## config.mk

```make
export PLATFORM = sky130hd
export DESIGN_NAME = imm_gen_pipe
export DESIGN_NICKNAME = d
export VERILOG_FILES = /design/src/rtl/imm_gen_pipe.sv
export SDC_FILE = /design/constraint.sdc
export NUM_CORES = 1
export LEC_CHECK = 0
export ABC_AREA = 0
export BUFFER_PORTS_ARGS = -buffer_cell sky130_fd_sc_hd__buf_2
export CAP_MARGIN = 0
export CORE_MARGIN = 2
export CORE_UTILIZATION = 25
export DETAILED_ROUTE_END_ITERATION = 16
export PLACE_DENSITY_LB_ADDON = 0.3
export RECOVER_POWER = 25
export SLEW_MARGIN = 20
export SYNTH_ARGS = -nofsm -noshare
export SYNTH_HDL_FRONTEND = slang
export SYNTH_SLANG_ARGS = --single-unit
```

## constraint.sdc

```tcl
create_clock -name clk -period 2.11 [get_ports clk]
set_input_delay 0.211 -clock clk [delete_from_list [all_inputs] [get_ports clk]]
set_output_delay 0.211 -clock clk [all_outputs]
set_load 0.1 [all_outputs]
```

## src/rtl/imm_gen_pipe.sv

```systemverilog
// Pipelined RV immediate generator. It decodes every immediate format from the raw
// instruction word and presents the result through a valid/ready handshake backed by a 2-entry skid buffer.
module imm_gen_pipe #(
    parameter int XLEN  = 32,
    parameter int TAG_W = 32
) (
    input  logic             clk,
    input  logic             rst_n,
    input  logic             in_valid,
    output logic             in_ready,
    input  logic [31:0]      in_instr,
    input  logic [2:0]       in_fmt,
    input  logic [TAG_W-1:0] in_tag,
    output logic             out_valid,
    input  logic             out_ready,
    output logic [XLEN-1:0]  out_imm,
    output logic [TAG_W-1:0] out_tag,
    output logic             out_err
);

    generate
        if (XLEN != 32 && XLEN != 64) begin : g_bad_xlen
            $error("imm_gen_pipe: XLEN must be 32 or 64");
        end
    endgenerate

    typedef enum logic [2:0] {
        FMT_I   = 3'b000,
        FMT_S   = 3'b001,
        FMT_B   = 3'b010,
        FMT_U   = 3'b011,
        FMT_J   = 3'b100,
        FMT_IU  = 3'b101,
        FMT_Z   = 3'b110,
        FMT_RSV = 3'b111
    } fmt_e;

    typedef struct packed {
        logic             valid;
        logic [XLEN-1:0]  imm;
        logic [TAG_W-1:0] tag;
        logic             err;
    } entry_t;

    entry_t      m_q;
    entry_t      s_q;
    entry_t      new_entry;
    logic [31:0] raw;
    logic        new_err;
    logic        accept;
    logic        pop;
    logic        unused_opcode;

    // The opcode field never contributes to an immediate.
    assign unused_opcode = ^in_instr[6:0];

    // raw always holds a 32-bit value whose bit 31 is the extension bit.
    // The zero-extended formats leave bit 31 clear, so one signed widen covers all of them.
    // NOTE: always_comb assigns every output first; otherwise a missing case arm infers a latch.
    always_comb begin
        raw     = '0;
        new_err = 1'b0;
        case (fmt_e'(in_fmt))
            FMT_I:   raw = {{20{in_instr[31]}}, in_instr[31:20]};
            FMT_S:   raw = {{20{in_instr[31]}}, in_instr[31:25], in_instr[11:7]};
            FMT_B:   raw = {{19{in_instr[31]}}, in_instr[31], in_instr[7],
                            in_instr[30:25], in_instr[11:8], 1'b0};
            FMT_U:   raw = {in_instr[31:12], 12'b0};
            FMT_J:   raw = {{11{in_instr[31]}}, in_instr[31], in_instr[19:12],
                            in_instr[20], in_instr[30:21], 1'b0};
            FMT_IU:  raw = {20'b0, in_instr[31:20]};
            FMT_Z:   raw = {27'b0, in_instr[19:15]};
            default: new_err = 1'b1;
        endcase
    end

    always_comb begin
        new_entry       = '0;
        new_entry.valid = 1'b1;
        new_entry.imm   = XLEN'($signed(raw));
        new_entry.tag   = in_tag;
        new_entry.err   = new_err;
    end

    // in_ready comes straight from the skid flop, so out_ready never reaches it combinationally.
    assign in_ready  = !s_q.valid;
    assign accept    = in_valid && in_ready;
    assign pop       = m_q.valid && out_ready;

    assign out_valid = m_q.valid;
    assign out_imm   = m_q.imm;
    assign out_tag   = m_q.tag;
    assign out_err   = m_q.err;

    // NOTE: the payload fields are reset along with the valid bits because the outputs must read zero after reset.
    // NOTE: sequential state uses non-blocking assignments only, so every flop samples pre-edge values.
    always_ff @(posedge clk or negedge rst_n) begin
        if (!rst_n) begin
            m_q <= '0;
            s_q <= '0;
        end else if (pop && s_q.valid) begin
            m_q       <= s_q;
            s_q.valid <= 1'b0;
        end else if (accept && (!m_q.valid || pop)) begin
            m_q <= new_entry;
        end else if (accept) begin
            s_q <= new_entry;
        end else if (pop) begin
            m_q.valid <= 1'b0;
        end
    end

endmodule
```

Word level (Yosys, flattened, before mapping) --
Cells that the tools add are included.
Storage, ports and cells: logic and storage cells 43, input bits 71, register bits after elaboration 132, output and inout bits 67
Cells by class: eq/ne operators 8, reduce and logical (&&, ||, !) cells 15, multiplexer cells 10, bitwise gates (word level) 2
Operator list (count):
- $pmux W32 S7 | 1
- $mux W66 | 3
- $mux W65 | 1
- $eq A3 B3 Y1 const B | 3
- $reduce_or A7 Y1 | 1
- $eq A3 B2 Y1 const B | 2
- $mux W1 | 5
- $logic_and A1 B1 Y1 | 4
- $reduce_and A2 Y1 | 2
- $reduce_bool A2 Y1 | 2
- $eq A3 B1 Y1 const B | 1
- $logic_not A3 Y1 | 1
- $ne A3 B1 Y1 const B | 1
- $reduce_and A3 Y1 | 1
- $reduce_bool A3 Y1 | 1
- $logic_not A1 Y1 | 2
- $ne A2 B2 Y1 const B | 1
- $not A1 Y1 | 2
- $logic_or A1 B1 Y1 | 1

Longest topological paths before layout --
Gate-level depths: netlist of run 1.
depth after elaboration 6, depth in mapped cells 7, mapped depth without buffers 4

Worst setup path before layout of run 1 --
OpenSTA, ideal clock, no wires.
path kind reg2reg, start register m_q, in the netlist out_valid, end register s_q[53] in the netlist's numbering, data arrival time 1.944 ns, library setup time 0.121 ns, buffers on the path 2, required time 1.989 ns, period minus slack after synthesis 2.065 ns, cell stages (with the launch flop) 6, slack 0.045 ns, cell sequence dfrtp_1 > and2b_2 > nand2_1 > buf_2 > buf_2 > a22o_1
On the way: cells in the longest elaborated chain, start to end 5, elaborated cells between the ends (all ways) 8, classes of those cells 2 x bitwise; 6 x reduce/logical
Ends and longest elaborated chain:
- from (decl) | RTL line 45 | entry_t m_q;
- from (signal assigned) | RTL line 102 | m_q <= s_q;
- from (signal assigned) | RTL line 105 | m_q <= new_entry;
- $logic_not A1 Y1 / $logic_and A1 B1 Y1 (equally long branches) | RTL line 104, 88
- $logic_or A1 B1 Y1 | RTL line 104 | end else if (accept && (!m_q.valid || pop)) begin
- $logic_and A1 B1 Y1 | RTL line 104
- $not A1 Y1 (no source line)
- $reduce_and A3 Y1 (no source line) *
- to (signal assigned) | RTL line 107 | s_q <= new_entry;
- to (decl) | RTL line 46 | entry_t s_q;
Mark *: on every way between the ends. The rest lies on a longest branch, timed or not. A chain may end at the register's enable or synchronous reset.

Final worst setup path of run 1 --
start register m_q, in the netlist out_valid, end register m_q, in the netlist out_tag[24]
On the way: cells in the longest elaborated chain, start to end 4, elaborated cells between the ends (all ways) 7, classes of those cells 1 x mux; 6 x reduce/logical
Ends and longest elaborated chain (RTL line):
- $logic_not A1 Y1 / $logic_and A1 B1 Y1 (equally long branches) | 104, 88
- $logic_or A1 B1 Y1 | 104
- $logic_and A1 B1 Y1 | 104
- $reduce_bool A2 Y1 (no source line)
Parallel ways exist; a longest one is shown, timed or not.

==> results of run 1 <==
-- what timing repair did --
item | 4_1_cts | 5_1_grt
setup endpoints to repair | 0 | 0
hold buffers | 19 | 0
hold endpoints to repair | 66 | 0
-- layout by cell type (no fill, tap or decap), types with 5 or more instances in the layout --
master / count
nor2b_1: 6
a32oi_1: 6
a311oi_1: 8
a221o_1: 9
nor2_1: 7
dfrtp_1: 132
a22oi_1: 46
bufinv_16: 5
nand2_1: 211
o21ai_0: 38
clkbuf_16: 17
buf_2: 129
buf_4: 16
a31o_2: 8
a21oi_1: 17
a22o_1: 14
dlygate4sd3_1: 19
-- per-layer routing --
layer | vias up | share of wire, %
met5 | - | 0
met4 | 0 | 0.87
met3 | 12 | 6.0
met2 | 139 | 45
met1 | 2333 | 48
li1 | 2388 | -
-- stage by stage --
stage / instances / setup slack [ns] / utilization, %
6_report: 1040 / 0.187 / 33.6
2_1_floorplan: 597 / 0.0453 / -
5_1_grt: 1039 / 0.0388 / 33.6
3_5_place_dp: 988 / 0.176 / 29.9
4_1_cts: 1039 / 0.146 / 33.6
3_3_place_gp: 988 / 0.216 / 29.9
-- how the worst max path moves through the flow --
stage                             end  slack [ns]  cells after the start
final                     out_tag[24]        0.19                      4
after global routing       out_imm[7]        0.04                      4
after detailed placement  out_tag[24]        0.18                      4
after global placement     out_imm[8]        0.22                      4
after floorplan               s_q[53]        0.05                      5
after CTS                  out_imm[9]        0.15                      4
-- registers in the layout, indices dropped and copies added, names as in the netlist --
signal and count:
out_valid 1, out_err 1, out_imm 32, out_tag 32
s_q 66
-- kinds of logic (layout without fill, tap and decap cells) --
kind of cell | after synthesis | after routing | share of synthesized area, %
multiplexers | 5 | 5 | 0.886
adder cells (fa/ha/maj) | 1 | 1 | 0.195
buffers and inverters | 49 | 206 | 4.26
AND/OR/NAND/NOR | 244 | 244 | 17.0
other | 0 | 1 | 0
AO/OA/AOI/OAI | 166 | 166 | 20.6
flip-flops | 132 | 132 | 57.1
-- area by class of cell --
type                       instances  area, sq um  share of cell area, %
sequential                       132         3300                   43.3
inverter                           5         18.8                  0.246
tap                              285          357                   4.68
timing repair buffer             169         1030                   13.5
clock buffer                      20          457                   5.99
antenna                            1         2.50                 0.0328
multi-input combinational        416         2250                   29.5
clock inverter                    12          201                   2.64
-- worst min-delay path, delay by kind of cell --
| kind | cells | cell delay (ns) |
|---|---|---|
| simple gates | 2 | 0.09 |
| buf+inv | 1 | 0.09 |
==> flow_summary_export.csv, run 1 <==
group,metric,value,unit
timing,skew,0.00911,ns
critical_path,reg2reg_slack,0.19,ns
critical_path,worstPathRequired,2.46,ns
clocking,h-tree-depth,4,
routing,avgViaCountPerCell,4.68,
die,ios,138,
synth,yosys-top-cells-count,"212 x nand2_1, 132 x dfrtp_1, 46 x a22oi_1",
place,dp_hpwl,10900,um
clocking,cts_tree,"yes",
timing,hold_violations,0,
global_routing,grt_pass1_vias,4871,
synth,synth_edf_count,0,
layout,syn_to_final_growth,31.7,%
timing,max_slew_margin,12.4,%
clocking,ctsResizeCount,0,
outcome,status,"complete, no violations",
timing,max_freq,0.520,GHz
clocking,cts.sinks,132,
synth,synth_top_area_share,57.1,%
synth,synth_top_cell_by_area,"dfrtp_1",
timing,period_share,91.1,%
synth,synth_seq_area_share,57.1,%
synth,netlist_area,5790,sq um
routing,drc,0,
critical_path,start_kind,"flip-flop",
die,fp.dieW,156,um
run,cap_violations,0,
critical_path,path_class,"flip-flop to flip-flop",
layout,drive_gt1_share,26.4,%
critical_path,r2r-start,"out_valid",
global_routing,grt-busiest-layer,"met2",
timing,setup_viol,0,
synth,synthArstFlopShare,100,%
global_routing,grt_usage,14.2,%
global_routing,grt_antenna_before_repair,1,
die,core,22700,sq um
critical_path,crit_path_end_kind,"flip-flop",
die,die_h,156,um
critical_path,cp_data_arrival_time,2.27,ns
die,start_util,25.5,%
timing,whs,0.0150,ns
global_routing,grt_overflow,0,
routing,vias,4872,
layout,final_area,7620,sq um
die,rows,55,
timing,maxSlewViolCount,0,
timing,final.setup.tns,0,ns
critical_path,r2r_end,"out_tag[24]",
routing,routedWlPerCell,16.2,um
timing,finalCriticalPeriod,1.92,ns
synth,syn_area_per_cell,9.70,sq um
synth,synthCells,597,
hold_path,min_to,"s_q[24]",
routing,first_pass_iters,5,
global_routing,gr-usage-met2,22.0,%
die,die_area,24400,sq um
critical_path,path_buf_inv,0,
routing,initialDrtViolationCount,249,
hold_path,min_delay_path_depth,3,
synth,ys_ff_latch,132,
critical_path,setup.worst_path.start,"out_valid",
place,gp_congestion,0.783,
critical_path,cpMaxStageDelayCell,"nor2_4",
critical_path,rr_worst_depth,4,
synth,dominantRegCellSynth,"dfrtp_1",
clocking,clockBufferDepth,2,
hold_path,hold_path.startpoint,"in_tag[23]",
critical_path,crit_family,"simple AND/OR/NAND/NOR gates",
timing,rsz0062_at_grt,"no",
clocking,cts_inserted_buffers,17,
routing,ant_nets,0,
hold_path,worstHoldPathType,"input port to flip-flop",
routing,routed_wirelength,16900,um
critical_path,max_stage_delay,0.85,ns
clocking,postCtsSetupBuffers,0,
synth,synth.net_count,668,
global_routing,grt_use_met3,4.36,%
synth,yosysUniqueCellTypes,39,
clocking,clk_pin_slew,0.06,ns
critical_path,crit_fanout,38,
timing,tightestPinTransition,1.31,ns
global_routing,grt_use_met1,19.4,%
clocking,clkLatencyLatePin,0.42,ns
synth,ys_warn_count,0,
place,place_area,6790,sq um
synth,yosysMostFrequentCell,"nand2_1",
place,port_buffers,130,
global_routing,grt_pass1_wl,26900,um
layout,layout.nets,812,
critical_path,critical_path.cell_chain,"and2b_2 -> nor2_4 -> a22oi_1 -> nand2_1",
clocking,root_buffer,"clkbuf_16",
synth,synth.area.top_cells,"dfrtp_1 57%, nand2_1 14%, a22oi_1 6.0%",
layout,nFillCells,2346,
global_routing,grt_max_degree,85,
Power of run 1 is left out: the tool's default activity adds up to more than one toggle a clock period on the data nets, which glitch-free logic cannot reach.
==> inputs of run 2 (changes only) <==
CORE_MARGIN = default   (was 2)
clock period = 2.34 ns   (was 2.11 ns; I/O delays follow)
==> run 2 against run 1 <==
Net effect: the flow now finishes with violations (capacitance limit, slew limit); core utilization fell by 1.1 points; setup slack improved by 0.17 ns; flip-flop and latch count stayed put; sequential share of layout area up 1.7 points; global-route usage grew 0.21 points; via count is 2.3% lower; largest cell class unchanged; highest routed layer unchanged.
==> flow_summary_export.csv, run 2 (synthesis gave the netlist of run 1 again) <==
group,metric,value,unit
routing,drc,0,
routing,ant_nets,0,
critical_path,crit_path_end_kind,"flip-flop",
die,ios,138,
clocking,cts_tree,"yes",
place,place_area,6760,sq um
routing,initialDrtViolationCount,265,
global_routing,grt_usage,14.4,%
layout,antennaDiodeCount,0,
die,core,22600,sq um
clocking,ctsResizeCount,0,
die,die_area,23800,sq um
outcome,failed_checks,"capacitance limit, slew limit",
routing,routedWlPerCell,16.3,um
critical_path,crit_fanout,11,
layout,fin_cells,1014,
clocking,cts_inserted_buffers,17,
global_routing,grt_pass1_wl,26400,um
global_routing,grt_pass1_vias,4666,
routing,first_pass_iters,6,
run,cap_violations,1,
layout,layout.nets,787,
critical_path,cp_data_arrival_time,2.33,ns
layout,syn_to_final_growth,26.8,%
hold_path,worstHoldPathType,"input port to flip-flop",
clocking,clkLatencyLatePin,0.41,ns
routing,vias,4762,
global_routing,grt_max_degree,85,
layout,largest_reg_flops,66,
clocking,root_buffer,"clkbuf_16",
timing,finalCriticalPeriod,1.98,ns
timing,setup_viol,0,
die,start_util,25.6,%
place,dp.cells,981,
layout,final_common_cell,"nand2_1",
timing,max_slew_margin,-3.92,%
timing,tightestPinTransition,1.56,ns
routing,avgViaCountPerCell,4.70,
layout,nFillCells,2331,
routing,routed_wirelength,16500,um
clocking,h-tree-depth,4,
layout,layout_common_cells,"211 x nand2_1, 132 x dfrtp_1, 129 x buf_2",
place,gp_congestion,0.758,
place,port_buffers,130,
die,fp.dieW,154,um
place,dp_hpwl,10500,um
global_routing,grt_antenna_before_repair,1,
critical_path,worstPathRequired,2.69,ns
die,die_h,154,um
global_routing,grt_overflow,0,
timing,period_share,84.6,%
layout,final_area,7340,sq um
clocking,cts.sinks,132,
outcome,status,"complete, but fails checks",
timing,maxSlewViolCount,57,
layout,top_register,"s_q",
timing,final.setup.tns,0,ns
timing,skew,0.00780,ns
critical_path,path_class,"flip-flop to flip-flop",
clocking,clk_pin_slew,0.06,ns
critical_path,start_kind,"flip-flop",
clocking,clockBufferDepth,2,
timing,rsz0062_at_grt,"no",
timing,hold_violations,0,
timing,max_freq,0.505,GHz
layout,drive_gt1_share,26.3,%
die,rows,55,
run 2: cell count changes in the layout (fill, tap and decap cells not counted), sizes merged:
cell / change
buf: -7
bufinv: -4
diode: -1
dlygate4sd3: -18
inv: +4
run 2: what timing repair did:
action                                 4_1_cts  5_1_grt
endpoints found under the hold margin       56        0
buffers inserted                             0        0
hold buffers                                 1        0
run 2: path summary, 6_finish.rpt:
| kind | startpoint | endpoint | slack (ns) | cells after the start |
|---|---|---|---|---|
| max in group asynchronous | rst_n | s_q[33] | 0.65 | 2 |
| max reg2reg | s_q[65] | s_q[60] | 0.36 | 4 |
| min reg2reg | out_tag[18] | out_tag[18] | 0.47 | 2 |
| min | in_tag[1] | s_q[2] | 0.02 | 3 |
| max | s_q[65] | s_q[60] | 0.36 | 4 |
| min in group asynchronous | rst_n | out_tag[4] | 0.72 | 2 |
run 2: worst max-delay path, stage by stage, from the launching register on:
cell and delay (ns):
dfrtp_1 0.50, and2b_1 0.40, nand2_2 0.12, a21oi_1 0.66, a22o_1 0.24
run 2: cell type report:
cell class              instances  area (sq um)  share of cell area [%]
clock buffers                  20           457                    6.22
clock inverters                12           120                    1.64
inverters                       5          18.8                   0.256
multi-input cells             416          2250                    30.7
flip-flops and latches        132          3300                    45.0
well taps                     285           357                    4.86
repair buffers                144           833                    11.4
run 2: metal layers:
| metal | global-route usage, % | up-vias | part of all wire [%] |
|---|---|---|---|
| met5 | 0 | - | 0 |
| met4 | 4.10 | 0 | 1.1 |
| met3 | 3.55 | 13 | 4.8 |
| met2 | 21.7 | 134 | 45 |
| met1 | 20.5 | 2278 | 49 |
| li1 | - | 2337 | - |
run 2: through the flow:
step / utilization (%) / setup slack, ns / hold WS, ns
after floorplan: - / 0.275 / -0.0616
after global placement: 29.9 / 0.456 / 0.257
after detailed placement: 29.9 / 0.385 / 0.258
after CTS: 32.5 / 0.374 / 0.00254
after global routing: 32.4 / 0.224 / 0.0123
final: 32.4 / 0.360 / 0.0217
Power of run 2 is left out for the same reason.
==> inputs of run 3 (changes only) <==
ABC_AREA = 1   (was 0)
clock period = 1.6 ns   (was 2.34 ns; I/O delays follow)
==> run 3 against run 2 <==
Net effect: global-route usage up 0.17 points; core utilization is 1.7 points higher; flip-flop and latch count stayed put; sequential share of layout area shrank 3.8 points; the flow now finishes without violations; setup slack got worse by 0.26 ns; wire length is 2.4% higher; count of clock-buffer cells in the layout unchanged; non-clock buffer count is 36 higher; clock skew grew 0.00089 ns.
==> flow_summary_export.csv, run 3 <==
group,metric,value,unit
timing,setup_viol,0,
timing,skew,0.00868,ns
routing,wl_met2,7890,um
routing,vias,5278,
routing,routedWlPerCell,13.2,um
timing,hold_violations,0,
layout,layout_common_cells,"472 x nand2_1, 131 x dfrtp_1, 129 x buf_2",
routing,initialDrtViolationCount,203,
die,die_h,157,um
layout,layout.nets,1016,
critical_path,path_buf_inv,2,
synth,yosysMostFrequentCell,"nand2_1",
routing,ant_nets,0,
critical_path,cpMaxStageDelayCell,"buf_2",
critical_path,start_kind,"flip-flop",
layout,drive_gt1_share,21.5,%
clocking,cts_tree,"yes",
critical_path,critical_path.cell_chain,"inv_1 -> buf_2",
routing,wl_met3,767,um
global_routing,grt_overflow,0,
die,start_util,25.5,%
hold_path,worstHoldPathType,"input port to flip-flop",
critical_path,path_class,"flip-flop to primary output",
synth,yosysUniqueCellTypes,23,
place,dp_hpwl,11100,um
critical_path,endpoint,"in_ready",
timing,worst_slack,0.0996,ns
clocking,clockBufferDepth,2,
timing,maxSlewViolCount,0,
critical_path,r2r-start,"s_q[65]",
routing,drc,0,
critical_path,max_stage_delay,0.43,ns
critical_path,r2r_end,"s_q[33]",
clocking,cts.sinks,132,
synth,dominantRegCellSynth,"dfrtp_1",
timing,final.setup.tns,0,ns
place,place_area,7100,sq um
run,cap_violations,0,
global_routing,grt_pass1_vias,5184,
routing,met1_length,8000,um
layout,antennaDiodeCount,0,
routing,routed_wirelength,16900,um
routing,top_layer,"met4",
critical_path,crit_path_end_kind,"primary output",
clocking,cts_inserted_buffers,17,
synth,synthArstFlopShare,100,%
synth,synth_edf_count,0,
synth,synth_top_cell_by_area,"dfrtp_1",
synth,ys_ff_latch,132,
place,post-place-ws,0.0911,ns
routing,first_pass_iters,4,
clocking,clk_pin_slew,0.06,ns
critical_path,path_depth,2,
global_routing,grt_usage,14.6,%
critical_path,crit_family,"buffers and inverters",
hold_path,hold_path.startpoint,"in_tag[31]",
layout,syn_to_final_growth,33.7,%
global_routing,grt_antenna_before_repair,0,
clocking,clkLatencyLatePin,0.42,ns
die,die_area,24700,sq um
critical_path,cp_data_arrival_time,1.34,ns
synth,synth.area.top_cells,"dfrtp_1 55%, nand2_1 30%, nand3_1 3.7%",
synth,synth_top_area_share,55.0,%
outcome,status,"complete, no violations",
layout,final_common_cell,"nand2_1",
critical_path,rr_worst_depth,7,
global_routing,grt_pass1_wl,27600,um
timing,period_share,93.8,%
timing,rsz0062_at_grt,"no",
critical_path,crit_fanout,3,
synth,synth_seq_area_share,55.0,%
synth,synthCells,781,
synth,yosys-top-cells-count,"474 x nand2_1, 132 x dfrtp_1, 44 x nand3_1",
place,gp_congestion,0.829,
layout,top_register,"s_q",
place,port_buffers,130,
timing,tightestPinTransition,1.03,ns
global_routing,grt_max_degree,95,
clocking,root_buffer,"clkbuf_16",
clocking,h-tree-depth,4,
synth,syn_area_per_cell,7.69,sq um
layout,final_util,34.1,%
layout,largest_reg_flops,66,
die,rows,56,
timing,max_freq,0.666,GHz
die,ios,138,
synth,ys_warn_count,0,
critical_path,reg2reg_slack,0.1,ns
layout,final_area,8040,sq um
die,fp.dieW,157,um
die,core,23500,sq um
timing,max_slew_margin,31.7,%
routing,avgViaCountPerCell,4.13,
synth,synth.net_count,852,
critical_path,worstPathRequired,1.44,ns
timing,finalCriticalPeriod,1.50,ns
critical_path,setup.worst_path.start,"s_q[65]",
synth,netlist_area,6010,sq um
[run 3: cell types whose count changed after synthesis, moves of 8 or more]
cell      previous run  this run
a31o_2               8         0
a22oi_1             46         0
nand3_2              0        10
a221o_1              9         0
nand2_1            212       474
inv_1                4        42
nand3_1              2        44
a22o_1              14         0
o21ai_0             38         9
a311oi_1             8         0
a21oi_1             17         0
[run 3: worst min path at each step]
stage	endpoint	slack (ns)	cells past startpoint
after CTS	s_q[32]	0.02	3
final	s_q[32]	0.03	3
after global routing	s_q[32]	0.04	3
after global placement	s_q[26]	0.25	2
after floorplan	out_err	-0.14	0
after detailed placement	s_q[26]	0.24	2
[run 3: cell families after synthesis]
family	synth area share [%]
simple gates	37.1
buf+inv	6.04
compound gates	1.92
flops	55.0
[run 3: through the flow]
stage | hold WS, ns | instances
finish | 0.0310 | 1277
global placement | 0.251 | 1213
detailed placement | 0.236 | 1213
CTS | 0.0154 | 1277
floorplan | -0.136 | 781
global route | 0.0367 | 1277
[run 3: per-layer routing]
layer,track usage [%],vias to the layer above
met3,3.74,15
li1,-,2704
met1,19.2,2461
met4,5.04,0
met2,23.3,98
met5,0,-
[run 3: repair_timing]
action	CTS	global route
resized for setup	0	3
hold buffers	32	0
hold endpoints to repair	194	0
setup buffers	0	0
setup endpoints to repair	0	28
[run 3: area by class of cell]
cell class	count	area, sq um
fillers	2551	15500
flip-flops and latches	132	3310
multi-input cells	567	2360
repair buffers	180	1170
clock buffers	20	447
well taps	319	399
clock inverters	12	180
inverters	47	179
[run 3: worst reg2reg max path, cell delays in order (launching register included)]
cell and delay (ns):
dfrtp_1 0.41, nor2_2 0.20, nand2_2 0.14, nand2_4 0.13, inv_2 0.05, buf_4 0.22
o21ai_0 0.13, nand2_1 0.08
Power of run 3 is left out for the same reason.
